File: config.mk
export PLATFORM = sky130hd
export DESIGN_NAME = fetch_buffer
export DESIGN_NICKNAME = d
export VERILOG_FILES = /design/src/rtl/fetch_buffer.sv
export SDC_FILE = /design/constraint.sdc
export NUM_CORES = 1
export LEC_CHECK = 0
export ABC_AREA = 1
export ABC_CLOCK_PERIOD_IN_PS = 9500
export CELL_PAD_IN_SITES_DETAIL_PLACEMENT = 0
export CELL_PAD_IN_SITES_GLOBAL_PLACEMENT = 1
export CORE_MARGIN = 2
export CORE_UTILIZATION = 44
export DETAILED_ROUTE_END_ITERATION = 10
export PLACE_DENSITY = 0.81
export REMOVE_ABC_BUFFERS = 1
export SYNTH_ARGS = -nofsm -noshare
export SYNTH_HDL_FRONTEND = slang
export SYNTH_SLANG_ARGS = --single-unit
File: constraint.sdc
create_clock -name clk -period 9.5 [get_ports clk]
set_clock_uncertainty 0.05 [all_clocks]
set_input_delay 1.425 -clock clk [delete_from_list [all_inputs] [get_ports clk]]
set_output_delay 1.425 -clock clk [all_outputs]
set_load 0.005 [all_outputs]
File: src/rtl/fetch_buffer.sv
// fetch_buffer: instruction fetch stage between the PC register and decode.
// Accepts fetch addresses, issues them to instruction memory, tags each
// in-order response with its PC and queues {pc, instruction} in a DEPTH-entry
// FIFO. A credit check stalls the PC so the FIFO can never overflow. Flush
// kills everything held and still in flight.
//
// Ports:
//   clk, Rst                  clock, synchronous active-high reset
//   pc_in, pc_valid, pc_ready fetch address handshake (pc_ready=0 stalls PC)
//   imem_req, imem_addr       memory read strobe / address
//   imem_rdata, imem_rvalid   in-order memory read response
//   Flush                     redirect; discards held and in-flight fetches
//   inst_out, inst_pc         FIFO head instruction and its PC
//   inst_valid, inst_ready    head handshake towards decode
module fetch_buffer #(
  parameter int unsigned DEPTH     = 2,
  parameter int unsigned MAX_OUTST = 2
) (
  input  logic        clk,
  input  logic        Rst,
  input  logic [31:0] pc_in,
  input  logic        pc_valid,
  output logic        pc_ready,
  output logic        imem_req,
  output logic [31:0] imem_addr,
  input  logic [31:0] imem_rdata,
  input  logic        imem_rvalid,
  input  logic        Flush,
  output logic [31:0] inst_out,
  output logic [31:0] inst_pc,
  output logic        inst_valid,
  input  logic        inst_ready
);

  localparam int unsigned PW = $clog2(DEPTH);
  localparam int unsigned TW = (MAX_OUTST > 1) ? $clog2(MAX_OUTST) : 1;
  localparam int unsigned CW = $clog2(DEPTH) + 1;
  localparam int unsigned OW = $clog2(MAX_OUTST) + 1;

  // Instruction FIFO
  logic [31:0]   data_mem [DEPTH];
  logic [31:0]   pc_mem   [DEPTH];
  logic [PW-1:0] wr_ptr;
  logic [PW-1:0] rd_ptr;
  logic [CW-1:0] count;

  // Tag queue: PCs of requests still owed a response, in issue order
  logic [31:0]   tag_mem [MAX_OUTST];
  logic [TW-1:0] tag_wr;
  logic [TW-1:0] tag_rd;
  logic [OW-1:0] outstanding;
  logic [OW-1:0] drop;

  logic          issue;
  logic          retire;
  logic          push;
  logic          pop;
  logic [CW:0]   credit_used;

  // Every in-flight request holds a FIFO slot, so a response can always be
  // pushed. Responses that will be dropped still hold their slot until they
  // arrive; this is conservative but keeps the check to a single adder.
  always_comb begin
    credit_used = {1'b0, count} + (CW+1)'(outstanding);
    pc_ready    = !Rst && !Flush
                  && (outstanding < OW'(MAX_OUTST))
                  && (credit_used < (CW+1)'(DEPTH));
    issue       = pc_valid && pc_ready;
    imem_req    = issue;
    imem_addr   = pc_in;
    retire      = imem_rvalid;
    push        = retire && (drop == '0) && !Flush;
    inst_valid  = (count != '0);
    pop         = inst_valid && inst_ready && !Flush;
    inst_out    = inst_valid ? data_mem[rd_ptr] : '0;
    inst_pc     = inst_valid ? pc_mem[rd_ptr]   : '0;
  end

  always_ff @(posedge clk) begin
    if (Rst) begin
      wr_ptr      <= '0;
      rd_ptr      <= '0;
      count       <= '0;
      tag_wr      <= '0;
      tag_rd      <= '0;
      outstanding <= '0;
      drop        <= '0;
    end else begin
      if (issue) begin
        tag_mem[tag_wr] <= pc_in;
        tag_wr          <= (tag_wr == TW'(MAX_OUTST - 1)) ? '0 : tag_wr + 1'b1;
      end
      // Dropped responses still consume their tag so the queue stays aligned
      if (retire) begin
        tag_rd <= (tag_rd == TW'(MAX_OUTST - 1)) ? '0 : tag_rd + 1'b1;
      end
      outstanding <= outstanding + OW'(issue) - OW'(retire);

      // Everything still owed after this edge is wrong-path; a response
      // retiring in the flush cycle itself is already accounted for.
      if (Flush) begin
        drop <= outstanding - OW'(retire);
      end else if (retire && (drop != '0)) begin
        drop <= drop - 1'b1;
      end

      if (Flush) begin
        wr_ptr <= '0;
        rd_ptr <= '0;
        count  <= '0;
      end else begin
        if (push) begin
          data_mem[wr_ptr] <= imem_rdata;
          pc_mem[wr_ptr]   <= tag_mem[tag_rd];
          wr_ptr           <= wr_ptr + 1'b1;
        end
        if (pop) begin
          rd_ptr <= rd_ptr + 1'b1;
        end
        count <= count + CW'(push) - CW'(pop);
      end
    end
  end

  rvalid_needs_request: assert property (
    @(posedge clk) disable iff (Rst) imem_rvalid |-> (outstanding != '0)
  );

endmodule

==> flow_summary_export.csv <==
group,metric,value,unit
die,rows,49,
place,io_buffers,168,
power_and_ir_drop,power.density,191,nW/um^2
synth,synth_top_area_share,72.6,%
place,dp_hpwl,9200,um
grt,track_usage,16.7,%
die,fp.dieArea,19100,um^2
routing,ant_nets,0,
sta,finalSetupViolCount,0,
routing,route.vias.total,4615,
routing,routed_via_density,4.93,
place,dp_slack,4.86,ns
synth,yosysWarningCount,0,
synth,synth_cell_types,24,
outcome,outcome,"finished, final reports clean",
setup_path,cp_max_fo,6,
finish,stdcell_count,937,
clock_tree,clock_sinks,204,
clock_tree,cts_resized,0,
power_and_ir_drop,ir_worst_vdd,0.162,mV
power_and_ir_drop,totalPowerFinal,1.95,mW
finish,multi_input_area,1510,um^2
finish,diodes,0,
setup_path,crit_start,"Flush",
synth,yosys.area.top_type,"edfxtp_1",
finish,synthToLayoutAreaGrowth,29.1,%
sta,slew_headroom,16.3,%
die,initial_core_util,44.5,%
clock_tree,ctsRootBufferMaster,"clkbuf_16",
min_path,min_from,"rd_ptr",
sta,finalCritPeriodShare,48.8,%
synth,synth_cells,556,
sta,final-max-slew-violation-count,0,
min_path,worstHoldPathType,"reg2reg",
die,pin_count,169,
routing,first_iter_violations,222,
sta,hold_ws,0.436,ns
sta,worstMarginPinSlew,1.26,ns
setup_path,reg2reg_from,"count[0]",
die,core,17800,um^2
synth,ys_seq_area_share,75.6,%
sta,hold_viol,0,
grt,grt_pass1_wl,25600,um
sta,period_minus_slack,4.64,ns
die,die_y,138,um
clock_tree,clock_latency,0.48,ns
grt,first_global_vias,4892,
setup_path,critPathRequiredTime,8.03,ns
synth,avgSynthCellArea,14.3,um^2
grt,antenna_found_initial,0,
setup_path,end_kind,"output pin",
synth,synth_area_leaders,"edfxtp_1 73%, nand2_1 6.6%, a21oi_1 4.5%",
sta,rsz0062_at_grt,"false",
routing,dr.pass1.iters,4,
flow_run,maxCapViolations,0,
place,place.gp.congestion,0.764,
routing,wl,16000,um
clock_tree,clkTransAtPathRegs,0.06,ns
sta,max_freq,216,MHz
routing,wl_per_cell,17.1,um
routing,drc_errors,0,
clock_tree,cts_tree,"yes",
place,placed_cells,902,
clock_tree,htree_levels,1,
setup_path,crit_type,"in2out",
finish,nNetsFinal,772,
finish,seqCellArea,6010,um^2
grt,grt-ovfl-total,0,
clock_tree,clk_path_buf_depth,3,
clock_tree,cts_made_buffers,22,
clock_tree,cts_hold_buffers,0,
finish,fill_cells,1409,
grt,grt_max_degree,65,
clock_tree,post_cts_buffers,0,
sta,timing.setup.tns,0,ns
finish,drive_gt1_share,10.9,%
synth,syn-cell-area,7940,um^2
setup_path,start_kind,"input port",
power_and_ir_drop,p_leak,3.51,nW
synth,ys_seq_elements,204,
setup_path,crit_arrival,3.16,ns
die,die-width,138,um
sta,timing.final.ws_setup,4.86,ns
==> final timing paths <==
path / end / slack, ns / cells past startpoint
setup / recovery: imem_req / 4.86 / 7
hold / removal: register / 0.44 / 2
setup reg to reg: tag_mem[1][21] / 6.79 / 8
hold reg to reg: register / 0.44 / 2
==> placed cells by master (no fill, tap or decap), drive strengths merged <==
cell type / synthesis / routed
clkinvlp: 0 / 1
o21ai: 5 / 5
bufinv: 0 / 1
buf: 48 / 4
nand2: 139 / 139
nor2: 15 / 15
mux2: 32 / 32
ha: 4 / 4
inv: 18 / 18
clkinv: 0 / 2
nor3: 1 / 1
dfxtp: 12 / 12
nand3: 5 / 5
clkdlybuf4s50: 0 / 168
xnor2: 3 / 3
or2: 3 / 3
a21oi: 71 / 71
fa: 1 / 1
clkbuf: 7 / 31
edfxtp: 192 / 192
==> layer usage <==
metal  up-vias  global-route usage [%]  part of all wire, %
met4         0                    3.06                 0.76
met5         -                       0                    0
li1       2214                       -                    -
met3        14                    3.26                  6.4
met1      2220                    22.3                   43
met2       167                    29.1                   50
==> Yosys cell counts (all sizes together) <==
| cell type | count |
|---|---|
| mux2 | 32 |
| ha | 4 |
| or2 | 3 |
| fa | 1 |
| nand2 | 139 |
| dfxtp | 12 |
| o21ai | 5 |
| edfxtp | 192 |
| nor3 | 1 |
| inv | 18 |
| a21oi | 71 |
| clkbuf | 7 |
| nand3 | 5 |
| xnor2 | 3 |
| nor2 | 15 |
| buf | 48 |
==> kinds of logic (layout without fill, tap and decap cells) <==
family                     Yosys count  after routing  share of synthesized area, %
AOI/OAI and AO/OA                   76             76                          4.79
muxes                               32             32                          4.54
DFF                                204            204                          75.6
adders and majority gates            5              5                         0.882
and+or+nand+nor                    163            163                          8.08
xor gates and xnor gates             3              3                         0.331
buffers and inverters               73            225                          5.78
==> layout make-up <==
class	count	share of cell area (%)
Multi-Input combinational cell	279	14.7
Timing Repair Buffer	172	16.7
Clock inverter	4	0.452
Inverter	18	0.659
Tap cell	229	2.79
Clock buffer	31	6.10
Sequential cell	204	58.6
==> power by group <==
| group | internal, mW | switching [mW] |
|---|---|---|
| Sequential | 1.01 | 0.0135 |
| Clock | 0.481 | 0.308 |
| Combinational | 0.0771 | 0.0637 |
| Total | 1.57 | 0.385 |
==> registers in the layout, summed over array words and instances (netlist names), 2 cells and up, named ones only <==
name and cells:
data_mem 64, pc_mem 64, tag_mem 64, count 2, drop 2, outstanding 2
==> critical path, cell delays in order <==
cell	delay, ns
clkdlybuf4s50_1	0.50
nor2_2	0.20
inv_2	0.09
nor2_4	0.13
nand2_1	0.20
inv_1	0.11
clkdlybuf4s50_1	0.50
==> per-stage QoR <==
stage,utilization (%),cell area [um^2]
after CTS,57.5,10300
final,57.5,10300
after floorplan,-,7550
after global placement,53.7,9580
after global routing,57.5,10300
after detailed placement,53.7,9580
Note: power is estimated with default switching activity, not from simulation.
==> edit: new RTL, same settings <==
The parameter `DEPTH` goes from 2 to 4.
--- a/src/rtl/fetch_buffer.sv
+++ b/src/rtl/fetch_buffer.sv
@@ -14,5 +14,5 @@
 //   inst_valid, inst_ready    head handshake towards decode
 module fetch_buffer #(
-  parameter int unsigned DEPTH     = 2,
+  parameter int unsigned DEPTH     = 4,
   parameter int unsigned MAX_OUTST = 2
 ) (
Formal check against the unedited RTL: not equivalent (a bounded check fails within 4 cycles, from zero or initial values and one cycle with Rst high).
==> edit against the original RTL <==
  * Final cell count is 64% higher
  * Synthesized area is 68% higher
  * Total power is 58% higher
  * Worst setup slack worse by 0.35 ns
  * Sequential cell count is 132 higher
  * Routed wire length is 67% higher
  * Synthesized cell count is 79% higher
  * Cell area is 57% higher
  * Critical path type is now flop to primary output
==> edit: results (changes against the original RTL) <==
{| class="wikitable"
! Metric !! Value
|-
| Share of flip-flops with an asynchronous set or reset after synthesis || 0 (unchanged)
|-
| Met3 capacity usage during global routing || 0.0330 (+0.000431)
|-
| Layout Utilization || 0.540 (-0.0342)
|-
| Detailed-route wire length on metal 1 || 11.5 mm (+65%)
|-
| DRC violation total after the first TritonRoute iteration || 653 (+190%)
|-
| Pin count of the biggest net entering global routing || 129 (+98%)
|-
| Clock buffers created by TritonCTS || 35 (+59%)
|-
| Met1 usage || 0.224 (+0.000914)
|-
| Top area cells in the synthesized netlist || sky130_fd_sc_hd__edfxtp_1, sky130_fd_sc_hd__nor2_1, sky130_fd_sc_hd__o21ai_0
|-
| Top Registers || data_mem x128, pc_mem x128, tag_mem x64
|-
| Layout cell share with drive strength beyond 1 || 0.0856 (-0.0232)
|-
| Number of different library cells in the post-synthesis netlist || 26 (+8.3%)
|-
| Hold path startpoint || rd_ptr[1]
|-
| Setup slack of the most critical reg-to-reg path || 6.61 ns (-0.18 ns)
|-
| Worst-margin pin slew || 1.17 ns (-0.0876 ns)
|-
| Path depth of the worst reg2reg path || 7 (-1)
|-
| TritonRoute pass-1 iters || 6 (+2)
|-
| Global routing usage on met2 || 0.294 (+0.00321)
|-
| Total met2 wirelength after detailed routing || 13.1 mm (+65%)
|-
| Worst skew pair latency || 0.50 ns (+0.02 ns)
|-
| Placed wire-length estimate || 14.6 mm (+58%)
|-
| Routed met3 length || 1.81 mm (+76%)
|-
| Outcome || finished clean
|-
| Nets || 1,203 (+56%)
|-
| Launch instance of the worst register-to-register path || drop[0]
|-
| Critical path startpoint category || flop
|-
| Last weighted congestion value of the routability-driven placer || 0.770 (+0.83%)
|-
| First-pass GRT wire length || 41.6 mm (+62%)
|-
| Number of enable-type register cells in the synthesized netlist || 320 (+67%)
|-
| VDD IR max || 0.000132 V (-19%)
|-
| Number of antenna violations at the first check in global routing || 0 (unchanged)
|-
| Setup slack after layout || 4.51 ns (-0.348 ns)
|-
| Post-DR vias/cell || 5.09 (+3.4%)
|-
| Worst Path Max Fanout || 65 (+59)
|-
| Overall global routing resource usage || 0.171 (+0.00361)
|-
| H-Tree Depth || 2 (+1)
|-
| Total leakage power || 5.33 nW (+52%)
|-
| Routed wire length || 26.8 mm (+67%)
|-
| Most frequent cells after synthesis || sky130_fd_sc_hd__edfxtp_1, sky130_fd_sc_hd__nor2_1, sky130_fd_sc_hd__o21ai_0, sky130_fd_sc_hd__a21oi_1, sky130_fd_sc_hd__buf_4
|-
| # fillers || 2,422 (+72%)
|-
| Worst slack, placed || 4.88 ns (+0.0120 ns)
|}
edit: final cells by class:
cell class / instances / share of cell area
Inverter: 27 / 0.00647
Clock inverter: 15 / 0.00771
Clock buffer: 44 / 0.0566
Multi-Input combinational cell: 548 / 0.172
Timing Repair Buffer: 175 / 0.108
Sequential cell: 336 / 0.619
Tap cell: 390 / 0.0304
edit: through the flow:
step                      instance area (um^2)  power [mW]  instances  hold WS [ns]
after floorplan                          12700        1.76        911         0.383
after global placement                   15000        1.87       1476         0.394
after detailed placement                 15000        1.87       1476         0.396
after CTS                                16100        3.12       1535         0.411
after global routing                     16100        3.19       1535         0.465
final                                    16100        3.09       1535         0.415
edit: critical path, cell delays in order (launching register included):
cell and delay [ns]:
sky130_fd_sc_hd__dfxtp_4 0.93, sky130_fd_sc_hd__inv_2 0.50, sky130_fd_sc_hd__buf_4 0.44, sky130_fd_sc_hd__nor2_1 0.17
sky130_fd_sc_hd__o21ai_0 0.11, sky130_fd_sc_hd__a21oi_1 0.27, sky130_fd_sc_hd__clkdlybuf4s50_1 0.57
edit: report_power, final:
part	internal, mW	leakage, nW	switching [mW]	total (mW)
Clock	0.730	0.495	0.519	1.25
Sequential	1.65	3.02	0.0139	1.67
Combinational	0.0866	1.82	0.0863	0.173
Total	2.47	5.33	0.619	3.09
edit: worst paths after layout:
path / end
worst max-delay path: inst_pc[17]
worst min-delay path: flop
worst max register to register: pc_mem[0][22]
worst min register to register: flop
edit: cells by family after synthesis:
family | count (synthesis) | synth area share
XOR/XNOR | 3 | 0.00197
flip-flops | 336 | 0.746
multiplexers | 32 | 0.0271
AND/OR/NAND/NOR | 294 | 0.0859
buffers and inverters | 111 | 0.0502
adder cells (fa/ha/maj) | 10 | 0.00997
AO/OA/AOI/OAI | 209 | 0.0788
